$ cat config.mk
export PLATFORM = sky130hd
export DESIGN_NAME = axis_rr_arbiter_flat
export DESIGN_NICKNAME = d
export VERILOG_FILES = /design/src/rtl/axis_rr_arbiter_if.sv /design/src/rtl/axis_rr_arbiter.sv /design/src/flat_wrapper.sv
export SDC_FILE = /design/constraint.sdc
export NUM_CORES = 1
export LEC_CHECK = 0
export ABC_CLOCK_PERIOD_IN_PS = 3980
export CORE_ASPECT_RATIO = 1.1
export CORE_MARGIN = 4
export CORE_UTILIZATION = 28
export CTS_BUF_LIST = sky130_fd_sc_hd__clkbuf_4 sky130_fd_sc_hd__clkbuf_8 sky130_fd_sc_hd__clkbuf_16
export DETAILED_ROUTE_END_ITERATION = 6
export GPL_ROUTABILITY_DRIVEN = 1
export PLACE_DENSITY = 0.84
export SYNTH_ARGS = -nofsm -noshare
export SYNTH_HDL_FRONTEND = slang
export SYNTH_SLANG_ARGS = --single-unit
$ cat constraint.sdc
create_clock -name aclk -period 3.98 [get_ports aclk]
set_input_delay 0.796 -clock aclk [delete_from_list [all_inputs] [get_ports aclk]]
set_output_delay 0.796 -clock aclk [all_outputs]
set_load 0.01 [all_outputs]
$ cat src/rtl/axis_rr_arbiter_if.sv
// Shared data-width package and the AXI-Stream interface used by the arbiter's downstream port.
package axis_fifo_pkg_prm;
    parameter int AXI_DATA_WIDTH = 32;
endpackage

interface axis_if;
    logic [axis_fifo_pkg_prm::AXI_DATA_WIDTH-1:0] tdata;
    logic                                         tvalid;
    logic                                         tready;

    modport m_axis (output tdata, output tvalid, input tready);
    modport s_axis (input tdata, input tvalid, output tready);
endinterface

$ cat src/rtl/axis_rr_arbiter.sv
// Round-robin arbiter merging NUM_SRC AXI-Stream requesters onto one downstream stream,
// with bursts capped at MAX_BURST beats per grant.
//
// state | meaning
// IDLE  | no owner; pick next requester after last_grant, outputs quiet
// GRANT | source 'grant' owns the stream until MAX_BURST beats or its valid drops
module axis_rr_arbiter #(
    parameter int NUM_SRC   = 4,
    parameter int MAX_BURST = 16
) (
    input  logic                                                        aclk,
    input  logic                                                        aresetn,
    input  logic [NUM_SRC-1:0][axis_fifo_pkg_prm::AXI_DATA_WIDTH-1:0]   s_tdata,
    input  logic [NUM_SRC-1:0]                                          s_tvalid,
    output logic [NUM_SRC-1:0]                                          s_tready,
    axis_if.m_axis                                                      m_axis,
    output logic [$clog2(NUM_SRC)-1:0]                                  grant,
    output logic                                                        busy
);

    localparam int GW = $clog2(NUM_SRC);
    localparam int CW = $clog2(MAX_BURST + 1);

    if (NUM_SRC < 2 || NUM_SRC > 16) begin : g_bad_num_src
        $error("axis_rr_arbiter: NUM_SRC must be within 2..16");
    end
    if (MAX_BURST < 1 || MAX_BURST > 256) begin : g_bad_max_burst
        $error("axis_rr_arbiter: MAX_BURST must be within 1..256");
    end

    typedef enum logic {
        IDLE  = 1'b0,
        GRANT = 1'b1
    } state_t;

    state_t          state;
    logic [GW-1:0]   last_grant;
    logic [CW-1:0]   beat_cnt;
    logic [GW-1:0]   next_grant;
    int              idx;

    // Walk downward so the nearest requester after last_grant is the final (winning) assignment.
    always_comb begin
        next_grant = last_grant;
        idx        = 0;
        for (int i = NUM_SRC; i >= 1; i--) begin
            idx = (int'(last_grant) + i) % NUM_SRC;
            if (s_tvalid[GW'(idx)]) begin
                next_grant = GW'(idx);
            end
        end
    end

    always_comb begin
        m_axis.tdata  = s_tdata[grant];
        m_axis.tvalid = 1'b0;
        s_tready      = '0;
        if (state == GRANT) begin
            m_axis.tvalid   = s_tvalid[grant];
            s_tready[grant] = m_axis.tready;
        end
    end

    always_ff @(posedge aclk or negedge aresetn) begin
        if (!aresetn) begin
            state      <= IDLE;
            grant      <= '0;
            last_grant <= GW'(NUM_SRC - 1);
            beat_cnt   <= '0;
            busy       <= 1'b0;
        end else begin
            case (state)
                IDLE: begin
                    if (|s_tvalid) begin
                        state    <= GRANT;
                        grant    <= next_grant;
                        beat_cnt <= '0;
                        busy     <= 1'b1;
                    end
                end
                GRANT: begin
                    // A requester that drops valid gives up the rest of its burst.
                    if (!s_tvalid[grant]) begin
                        state      <= IDLE;
                        beat_cnt   <= '0;
                        last_grant <= grant;
                        busy       <= 1'b0;
                    end else if (m_axis.tready) begin
                        if (beat_cnt == CW'(MAX_BURST - 1)) begin
                            state      <= IDLE;
                            beat_cnt   <= '0;
                            last_grant <= grant;
                            busy       <= 1'b0;
                        end else begin
                            beat_cnt <= beat_cnt + 1'b1;
                        end
                    end
                end
                default: begin
                    state <= IDLE;
                    busy  <= 1'b0;
                end
            endcase
        end
    end

endmodule

$ cat src/flat_wrapper.sv
// flat-port wrapper written by rule: the top's interface ports become plain ports
module axis_rr_arbiter_flat 
#(
    parameter int NUM_SRC   = 4,
    parameter int MAX_BURST = 16
)
  (aclk, aresetn, s_tdata, s_tvalid, s_tready, grant, busy, m_axis_tdata, m_axis_tvalid, m_axis_tready);
  axis_if m_axis_i ();
  input  logic aclk;
  input  logic aresetn;
  input  logic [NUM_SRC-1:0][axis_fifo_pkg_prm::AXI_DATA_WIDTH-1:0] s_tdata;
  input  logic [NUM_SRC-1:0] s_tvalid;
  output logic [NUM_SRC-1:0] s_tready;
  output logic [$clog2(NUM_SRC)-1:0] grant;
  output logic busy;
  output wire logic [$bits(m_axis_i.tdata)-1:0] m_axis_tdata;
  output wire logic [$bits(m_axis_i.tvalid)-1:0] m_axis_tvalid;
  input wire logic [$bits(m_axis_i.tready)-1:0] m_axis_tready;
  assign m_axis_tdata = m_axis_i.tdata;
  assign m_axis_tvalid = m_axis_i.tvalid;
  assign m_axis_i.tready = m_axis_tready;
  axis_rr_arbiter #(.NUM_SRC(NUM_SRC), .MAX_BURST(MAX_BURST)) u_core (.aclk(aclk), .aresetn(aresetn), .s_tdata(s_tdata), .s_tvalid(s_tvalid), .s_tready(s_tready), .m_axis(m_axis_i), .grant(grant), .busy(busy));
endmodule
==> results.toml <==
[cells_and_area]
fin_nets = 418
drive_gt1_share_pct = 15.7
nFillCells = 382
area_growth_syn_to_layout_pct = 131

[route]
drt-initial-drc-count = 38
viasPerCell = 5.25
vias = 1776
wl_per_cell_um = 22.4
routed_wl_mm = 7.56
first_pass_iters = 4
drc = 0
final_antenna_net_count = 0

[synth]
synthArstFlopShare_pct = 100
synthTopCellsByArea = "mux4_2 50%, dfrtp_1 16%, dfstp_2 3.7%"
synth_top_area_share_pct = 49.6
ys_types = 34
ys_ff_latch = 11
synth_xor_xnor_area_share_pct = 0.622
synth.mux.area_fraction_pct = 56.4
synth.avg_cell_area_um2 = 12.9
syn_inst = 109
mappedNetlistNets = 245
synth-compound-area-share_pct = 8.53
seq_area_frac_synth_pct = 19.7
ys.flop_type = "dfrtp_1"
yosys.area_share.simple_pct = 9.33
yosys_warnings = 0
synth_edf_count = 0
synth_adder_area_share_pct = 0.889
syn_area_um2 = 1410
yosysTopAreaCell = "mux4_2"
synth_top_family_by_area = "multiplexers"

[clocking]
ctsRootBufferMaster = "clkbuf_8"
cts_buffers = 3
clock_sinks = 11
htreeDepth = 1
ctsLongestPathBuffers = 2
clkLatencyLatePin_ns = 0.24
postCtsSetupBuffers = 0
clkTransAtPathRegs_ns = 0.05
cts_tree = "done"
postCtsHoldBufs = 0
post_cts_resized = 0

[worst_setup_path]
end_kind = "output pin"
r2r_cells = 4
r2r_start = "u_core.grant[0]"
crit_required_ns = 3.18
reg2reg_to = "u_core.beat_cnt[3]"
worstPathArrival_ns = 2.53
crit_path_start_kind = "input pin"
worst-path-max-fanout = 6
crit_type = "input pin to output pin"
r2r_setup_slack_ns = 1.62

[pwr]
leakage_nw = 1.23
seqPwrFrac_pct = 16.0
power.net_switching_w = 0.000641
p_comb_share_pct = 77.3
intPower_w = 0.00110
power.density_nw_per_um2 = 536
swShare_pct = 36.9
peakVddDrop_uv = 428
clockPowerShare_pct = 6.8

[die]
die_area_um2 = 6230
rows = 26
core-area_um2 = 4750
ios = 175
start_util_pct = 29.6
die_w_um = 75.6
die_y_um = 82.4

[sta]
worstMarginPinSlew_ns = 0.737
hold_viol_final = 0
fin_crit_ns = 3.32
timing.final.crit_share_pct = 83.5
relSlewSlack_pct = 50.8
setup_viol = 0
setup-tns-final_ns = 0
clock_skew_ns = 0.00192
fmax_mhz = 301
hold-worst-slack_ns = 0.485
grt_setup_unrepaired = "false"
drv_slew = 0

[global_routing]
grt_pass1_wl_mm = 10.6
use_met2_pct = 41.6
grt_max_degree = 32
first_global_vias = 1852
antenna_found_initial = 1
track_usage_pct = 23.7
grt-busiest-layer = "met2"
use_met3_pct = 11.5
grt_overflow_total = 0
met1_usage_pct = 24.2

[placement]
dp_hpwl_mm = 6.56
portBuffers = 174
place_congestion = 0.922

[worst_hold_path]
min_from = "u_core.busy"
hold_depth = 1
holdCritPathClass = "flop to flop"
min_to = "u_core.busy"

[outcome]
outcome = "finished clean"

[flow_run]
maxCapViolCount = 0
## how the worst max path moves through the flow
stage                         start          endpoint  slack [ns]  cells after the start
CTS                     s_tvalid[1]     m_axis_tvalid        0.66                      5
floorplan           u_core.grant[0]  m_axis_tdata[14]        1.61                      3
finish                  s_tvalid[1]     m_axis_tvalid        0.66                      5
detailed placement      s_tvalid[1]     m_axis_tvalid        0.67                      5
global route            s_tvalid[1]     m_axis_tvalid        0.57                      5
global placement        s_tvalid[1]     m_axis_tvalid        0.70                      5
## routing by layer
layer / vias up / routed length, um
met5: - / 0
li1: 803 / -
met4: 0 / 247
met2: 115 / 3710
met3: 18 / 1090
met1: 840 / 2520
## power by group through the flow
stage / logic, W / registers (W) / clock network, W
final: 0.00134 / 0.000278 / 0.000118
after global routing: 0.00144 / 0.000297 / 0.000126
after CTS: 0.00136 / 0.000281 / 0.000118
after detailed placement: 0.00135 / 0.000281 / 0
after global placement: 0.00133 / 0.000282 / 0
after floorplan: 0.000770 / 0.000198 / 0
## cell type report
cell class                      instances  area, um^2  share of cell area (%)
Antenna cell                            1        2.50                  0.0770
Clock buffer                            4        48.8                    1.50
Inverter                                5        18.8                   0.578
Multi-Input combinational cell         84        1070                    32.8
Sequential cell                        11         279                    8.59
Tap cell                               56        70.1                    2.16
Timing Repair Buffer                  177        1760                    54.3
## synthesized netlist by cell type (all sizes together) (2+ instances only)
library cell and instances:
a21o 2, a22oi 2, buf 6, clkbuf 3, dfrtp 9, dfstp 2
inv 5, mux2 2, mux2i 2, mux4 33, nand2 8, nand2b 2
nand3 4, nor2 6, nor3 3, nor4 2, o21ai 4
## cells by family after synthesis
group / count (synthesis)
flops: 11
simple gates: 28
buf+inv: 14
compound gates: 17
mux: 37
fa+ha+maj: 1
xor+xnor: 1
## sequential cells by signal (all words and copies together), names as in the netlist
register           cells
u_core.beat_cnt        5
u_core.grant           2
u_core.last_grant      2
u_core.busy            1
u_core.state           1
## critical path, cell delays in order
cell and delay [ns]:
clkdlybuf4s50_1 0.51, mux4_2 0.57, nand2_1 0.14, inv_1 0.05
clkdlybuf4s50_1 0.47
## cells in the final DEF (no fill, tap or decap), types with 3 or more instances in the layout
cell type / netlist / final
o21ai_0: 4 / 4
buf_4: 0 / 3
clkdlybuf4s50_1: 0 / 174
nand3_1: 4 / 4
nand2_1: 8 / 8
nor3_1: 3 / 3
clkbuf_8: 0 / 3
dfrtp_1: 9 / 8
inv_1: 5 / 5
mux4_2: 31 / 31
nor2_1: 6 / 6
## metrics by stage
stage	util, %	instance area, um^2	cells	worst slack [ns]	power [W]
after detailed placement	67.3	3200	333	0.670	0.00163
after global placement	67.3	3200	333	0.700	0.00161
final	68.4	3250	338	0.656	0.00174
after global routing	68.4	3250	338	0.574	0.00186
after CTS	68.4	3250	337	0.665	0.00176
after floorplan	-	1410	109	1.61	0.000968
No activity file was read; power rests on OpenSTA's default activity.
==> variant 1, RTL diff (config.mk and constraints unchanged) <==
One comparison of `beat_cnt` changes from == to >=.
--- a/src/rtl/axis_rr_arbiter.sv
+++ b/src/rtl/axis_rr_arbiter.sv
@@ -86,7 +86,7 @@
                         last_grant <= grant;
                         busy       <= 1'b0;
                     end else if (m_axis.tready) begin
-                        if (beat_cnt == CW'(MAX_BURST - 1)) begin
+                        if (beat_cnt >= CW'(MAX_BURST - 1)) begin
                             state      <= IDLE;
                             beat_cnt   <= '0;
                             last_grant <= grant;
Check against the original RTL: no difference found for any inputs over 10 cycles, from zero or initial values and one cycle with aresetn low; that may be too few to reach the edited logic, so the function may still have changed.
==> variant 1 against the original RTL <==
- wire length down 7.9%
- synthesized cell count decreased by 0.92%
- sequential cell count did not move
- area after synthesis is 0.36% higher
- critical path depth down 1
- final area is 0.50% higher
- count of clock-buffer cells in the layout stayed put
- hold slack improved by 0.017 ns
- setup slack improved by 0.033 ns
- first-iteration DRC count grew 66%
- power fell by 2.4%
- core utilization grew 0.34 points
==> variant 1: results (changes against the original RTL) <==
| Metric | Value |
|---|---|
| Fillcell total | `376 (-1.6%)` |
| Final-stage net count | `418 (unchanged)` |
| Adder-cell share of the synthesized area | `1.771% (+0.88 points)` |
| Arrival time worst endpoint | `2.49 ns (-0.04 ns)` |
| Synth cell count leaders | `mux4_2 (33), dfrtp_1 (9), inv_1 (7), nor2_1 (7), buf_2 (5)` |
| Post-CTS repair timing setup buffer count | `0 (unchanged)` |
| Share of layout cells above drive strength 1 | `16.79% (+1.1 points)` |
| Measured slew at the worst slew-check pin | `0.5018 ns (-0.2356 ns)` |
| Biggest regs | `u_core.beat_cnt x5, u_core.grant x2, u_core.last_grant x2` |
| CTS H-Tree Depth | `1 (unchanged)` |
| Clock Tree Root | `clkbuf_8` |
| Net Sw Power | `612.6 uW (-4.5%)` |
| Yosys warnings | `0 (unchanged)` |
| Critical path's slowest cell | `mux4_2` |
| Worst-case clock buffer depth | `2 (unchanged)` |
| GP Congestion | `0.8720 (-5.4%)` |
| HPWL after detailed placement | `6.105 mm (-6.9%)` |
| Critical path's largest stage delay | `0.55 ns (-0.02 ns)` |
| Synth Net Count | `245 (unchanged)` |
| 1st-iter DRT viols | `63 (+66%)` |
| Sequential share of the synthesized area | `19.66% (-0.070 points)` |
| Post-Synth XOR/XNOR Area | `0% (-0.62 points)` |
| Placed Area | `3217 sq um (+0.59%)` |
| Top post-synthesis cells by area | `mux4_2 (53%), dfrtp_1 (16%), dfstp_2 (3.7%)` |
| Drt pass-1 iters | `4 (unchanged)` |
| Status | `completed` |
| Delay-heaviest family, CP | `buffers and inverters` |
| Resize count post-CTS | `0 (unchanged)` |
| Post-synthesis compound-gate area fraction | `8.857% (+0.32 points)` |
| Vias in the first global route | `1815 (-2.0%)` |
| Wire per inst | `20.72 microns (-7.3%)` |
| DR WL met3 | `804 microns (-26%)` |
| CP max FO | `6 (unchanged)` |
| Multiplexer area fraction after synthesis | `54.83% (-1.5 points)` |
| Vias per cell | `5.170 (-1.6%)` |
| Ys flop type | `dfrtp_1` |
| Clk slew on worst S/H paths | `0.05 ns (about the same)` |
| GRT Total Usage | `21.63% (-2.1 points)` |
| Top Metal Used | `met4` |
| Leakage power | `0.001228 uW (-0.35%)` |
| Met1 Wirelength | `2.467 mm (-2.1%)` |
| DR WL met2 | `3.555 mm (-4.0%)` |
| Setup TNS Final | `0 ns (unchanged)` |
| Reg2reg start | `u_core.beat_cnt[0]$_DFFE_PN0P_` |
| Ant diodes | `0 (-1)` |
| Global-route wire length before repair | `9.936 mm (-5.9%)` |
| Initial antenna violation count | `0 (-1)` |
| Hold_sp | `u_core.beat_cnt[4]$_DFFE_PN0P_` |
| Asr flop ratio synth | `100.0% (unchanged)` |
| Critical Path Start | `s_tvalid[3]` |
| Final Skew | `0.005331 ns (+0.003410 ns)` |
| Hold/Removal Path Class | `flop to flop` |
| Worst-case vdd ir drop | `0.3800 mV (-11%)` |
| Largest net degree at the start of global routing | `31 (-3.1%)` |
| Yosys cell types | `36 (+5.9%)` |
==> variant 1: stage by stage <==
stage / cells / setup WS, ns / utilization [%] / power (uW)
finish: 336 / 0.6891 / 68.76 / 1698
CTS: 336 / 0.6851 / 68.76 / 1718
floorplan: 108 / 1.602 / - / 936.3
detailed placement: 332 / 0.6848 / 67.73 / 1590
global route: 336 / 0.6617 / 68.76 / 1818
global placement: 332 / 0.7039 / 67.73 / 1580
==> variant 1: final cells by class <==
class                           instances  area share [%]
Clock buffer                            4           1.494
Inverter                                7          0.8046
Multi-Input combinational cell         82           32.84
Sequential cell                        11           8.544
Tap cell                               56           2.146
Timing Repair Buffer                  176           54.18
==> variant 1: per-layer routing <==
layer,vias to the layer above,track usage (%)
met4,0,5.944
met5,-,0
met2,91,39.03
li1,809,-
met3,14,6.538
met1,823,24.39
==> variant 1: cells by family (layout without fill, tap and decap cells) <==
logic type,count (synthesis),count (layout)
adders and majority gates,2,2
DFF,11,11
AOI/OAI and AO/OA,17,17
muxes,36,36
buffers and inverters,15,187
and+or+nand+nor,27,27
==> variant 1: worst paths after layout <==
path | to | slack (ns) | cells after the start
setup reg to reg | u_core.last_grant[0]$_DFFE_PN1P_ | 1.86 | 7
hold reg to reg | u_core.beat_cnt[4]$_DFFE_PN0P_ | 0.50 | 2
max in group asynchronous | u_core.grant[0]$_DFFE_PN0P_ | 2.73 | 1
setup / recovery | m_axis_tvalid | 0.69 | 4
hold / removal | u_core.beat_cnt[4]$_DFFE_PN0P_ | 0.50 | 2
min in group asynchronous | u_core.busy$_DFFE_PN0P_ | 0.89 | 1
==> variant 1: power by group through the flow <==
stage                     registers, uW  clock network, uW  logic, uW
final                               234                117       1350
after global routing                246                128       1440
after CTS                           234                122       1360
after detailed placement            235                  0       1350
after global placement              233                  0       1350
after floorplan                     202                  0        734
==> variant 2, RTL diff (config.mk and constraints unchanged) <==
Without the edit above. `AXI_DATA_WIDTH`: 32 -> 36.
--- a/src/rtl/axis_rr_arbiter_if.sv
+++ b/src/rtl/axis_rr_arbiter_if.sv
@@ -1,6 +1,6 @@
 // Shared data-width package and the AXI-Stream interface used by the arbiter's downstream port.
 package axis_fifo_pkg_prm;
-    parameter int AXI_DATA_WIDTH = 32;
+    parameter int AXI_DATA_WIDTH = 36;
 endpackage
 
 interface axis_if;
Ports: changed (resized m_axis_tdata and s_tdata); port bits go from 175 to 195. The function was not compared with the original's and may differ.
==> variant 2 against the original RTL <==
- area after synthesis grew 6.0%
- cell count grew 12%
- first-iteration DRC count down 16%
- largest power group unchanged
- power up 7.3%
- sequential power grew 11%
- final area up 9.3%
- register-to-register slack improved by 0.09 ns
- largest cell class unchanged
- critical endpoint unchanged
- sequential cell count unchanged
- global-route usage is 1.3 points lower
- wire length rose by 0.83%
- setup slack better by 0.0029 ns
- non-clock buffer count rose by 20
- hold slack worse by 0.011 ns
==> variant 2: results (changes against the original RTL) <==
| Metric | Value |
|---|---|
| Synth cell count leaders | `mux4_2 (37), dfrtp_1 (9), nand2_1 (8)` |
| Final WL | `7.623 mm (+0.83%)` |
| Status | `completed` |
| Clock Tree Root | `clkbuf_8` |
| 1st-iter DRT viols | `32 (-16%)` |
| Yosys cell types | `32 (-5.9%)` |
| Wire per inst | `20.22 microns (-9.6%)` |
| Global-route wire length before repair | `11.33 mm (+7.3%)` |
| Ant diodes | `0 (-1)` |
| Vias per cell | `5.058 (-3.7%)` |
| Leakage power | `0.001327 uW (+7.7%)` |
| Measured slew at the worst slew-check pin | `0.7149 ns (-0.02247 ns)` |
| Register share of total power | `16.5% (+0.5 points)` |
| HPWL after detailed placement | `6.804 mm (+3.7%)` |
| Final-stage net count | `458 (+9.6%)` |
| Share of layout cells above drive strength 1 | `16.72% (+1.1 points)` |
| Met1 Wirelength | `2.390 mm (-5.2%)` |
| Top post-synthesis cells by area | `mux4_2 (56%), dfrtp_1 (15%), dfstp_2 (3.5%)` |
| Dpl ws | `0.6664 ns (-0.003384 ns)` |
| Synth Net Count | `267 (+9.0%)` |
| GP Congestion | `0.8114 (-12%)` |
| Final Skew | `0.004278 ns (+0.002357 ns)` |
| Gate Count Post-Synth | `115 (+5.5%)` |
| Vias in the first global route | `2058 (+11%)` |
| IO buf count | `194 (+11%)` |
| Initial antenna violation count | `0 (-1)` |
variant 2: worst paths after layout:
kind	slack [ns]	depth (start not counted)	from	endpoint
min reg2reg	0.47	1	u_core.busy$_DFFE_PN0P_	u_core.busy$_DFFE_PN0P_
min	0.47	1	u_core.busy$_DFFE_PN0P_	u_core.busy$_DFFE_PN0P_
max in group asynchronous	2.73	1	aresetn	u_core.grant[1]$_DFFE_PN0P_
min in group asynchronous	0.89	1	aresetn	u_core.beat_cnt[4]$_DFFE_PN0P_
max reg2reg	1.71	4	u_core.grant[0]$_DFFE_PN0P_	u_core.beat_cnt[3]$_DFFE_PN0P_
max	0.66	5	s_tvalid[3]	m_axis_tvalid
variant 2: through the flow:
stage	area, sq um	utilization, %	hold slack (ns)
after CTS	3551	69.61	0.4772
after global placement	3502	68.65	0.4612
final	3551	69.61	0.4743
after detailed placement	3502	68.65	0.4650
after global routing	3551	69.61	0.4788
after floorplan	1493	-	0.4736
variant 2: cell type report:
type                    instances  area (sq um)
multi-input cells              88          1149
repair buffers                197          1964
inverters                       5         18.77
clock buffers                   4         48.80
flip-flops and latches         11         280.3
fillers                       388          1550
well taps                      72         90.09
variant 2: worst reg2reg max path, stage by stage (launching register included):
cell     delay, ns
dfrtp_2       0.78
mux4_2        0.67
a22o_1        0.27
or3_1         0.35
a21oi_1       0.14
variant 2: power by group through the flow:
stage | combinational [uW] | sequential [uW] | clock (uW)
after global placement | 1430 | 311 | 0
after global routing | 1530 | 329 | 126
after detailed placement | 1450 | 313 | 0
after CTS | 1460 | 311 | 120
final | 1440 | 308 | 120
after floorplan | 843 | 196 | 0
variant 2: cell families (layout without fill, tap and decap cells):
family	Yosys count	after routing	synth area share [%]
and+or+nand+nor	28	28	8.802
adders and majority gates	1	1	0.8381
DFF	11	11	18.61
buffers and inverters	16	206	4.442
muxes	41	41	58.68
xor gates and xnor gates	1	1	0.5869
AOI/OAI and AO/OA	17	17	8.047
variant 2: per-layer routing:
layer	vias up	global-route usage, %
li1	865	-
met1	897	22.36
met2	131	41.51
met3	14	9.657
met4	0	6.634
met5	-	0
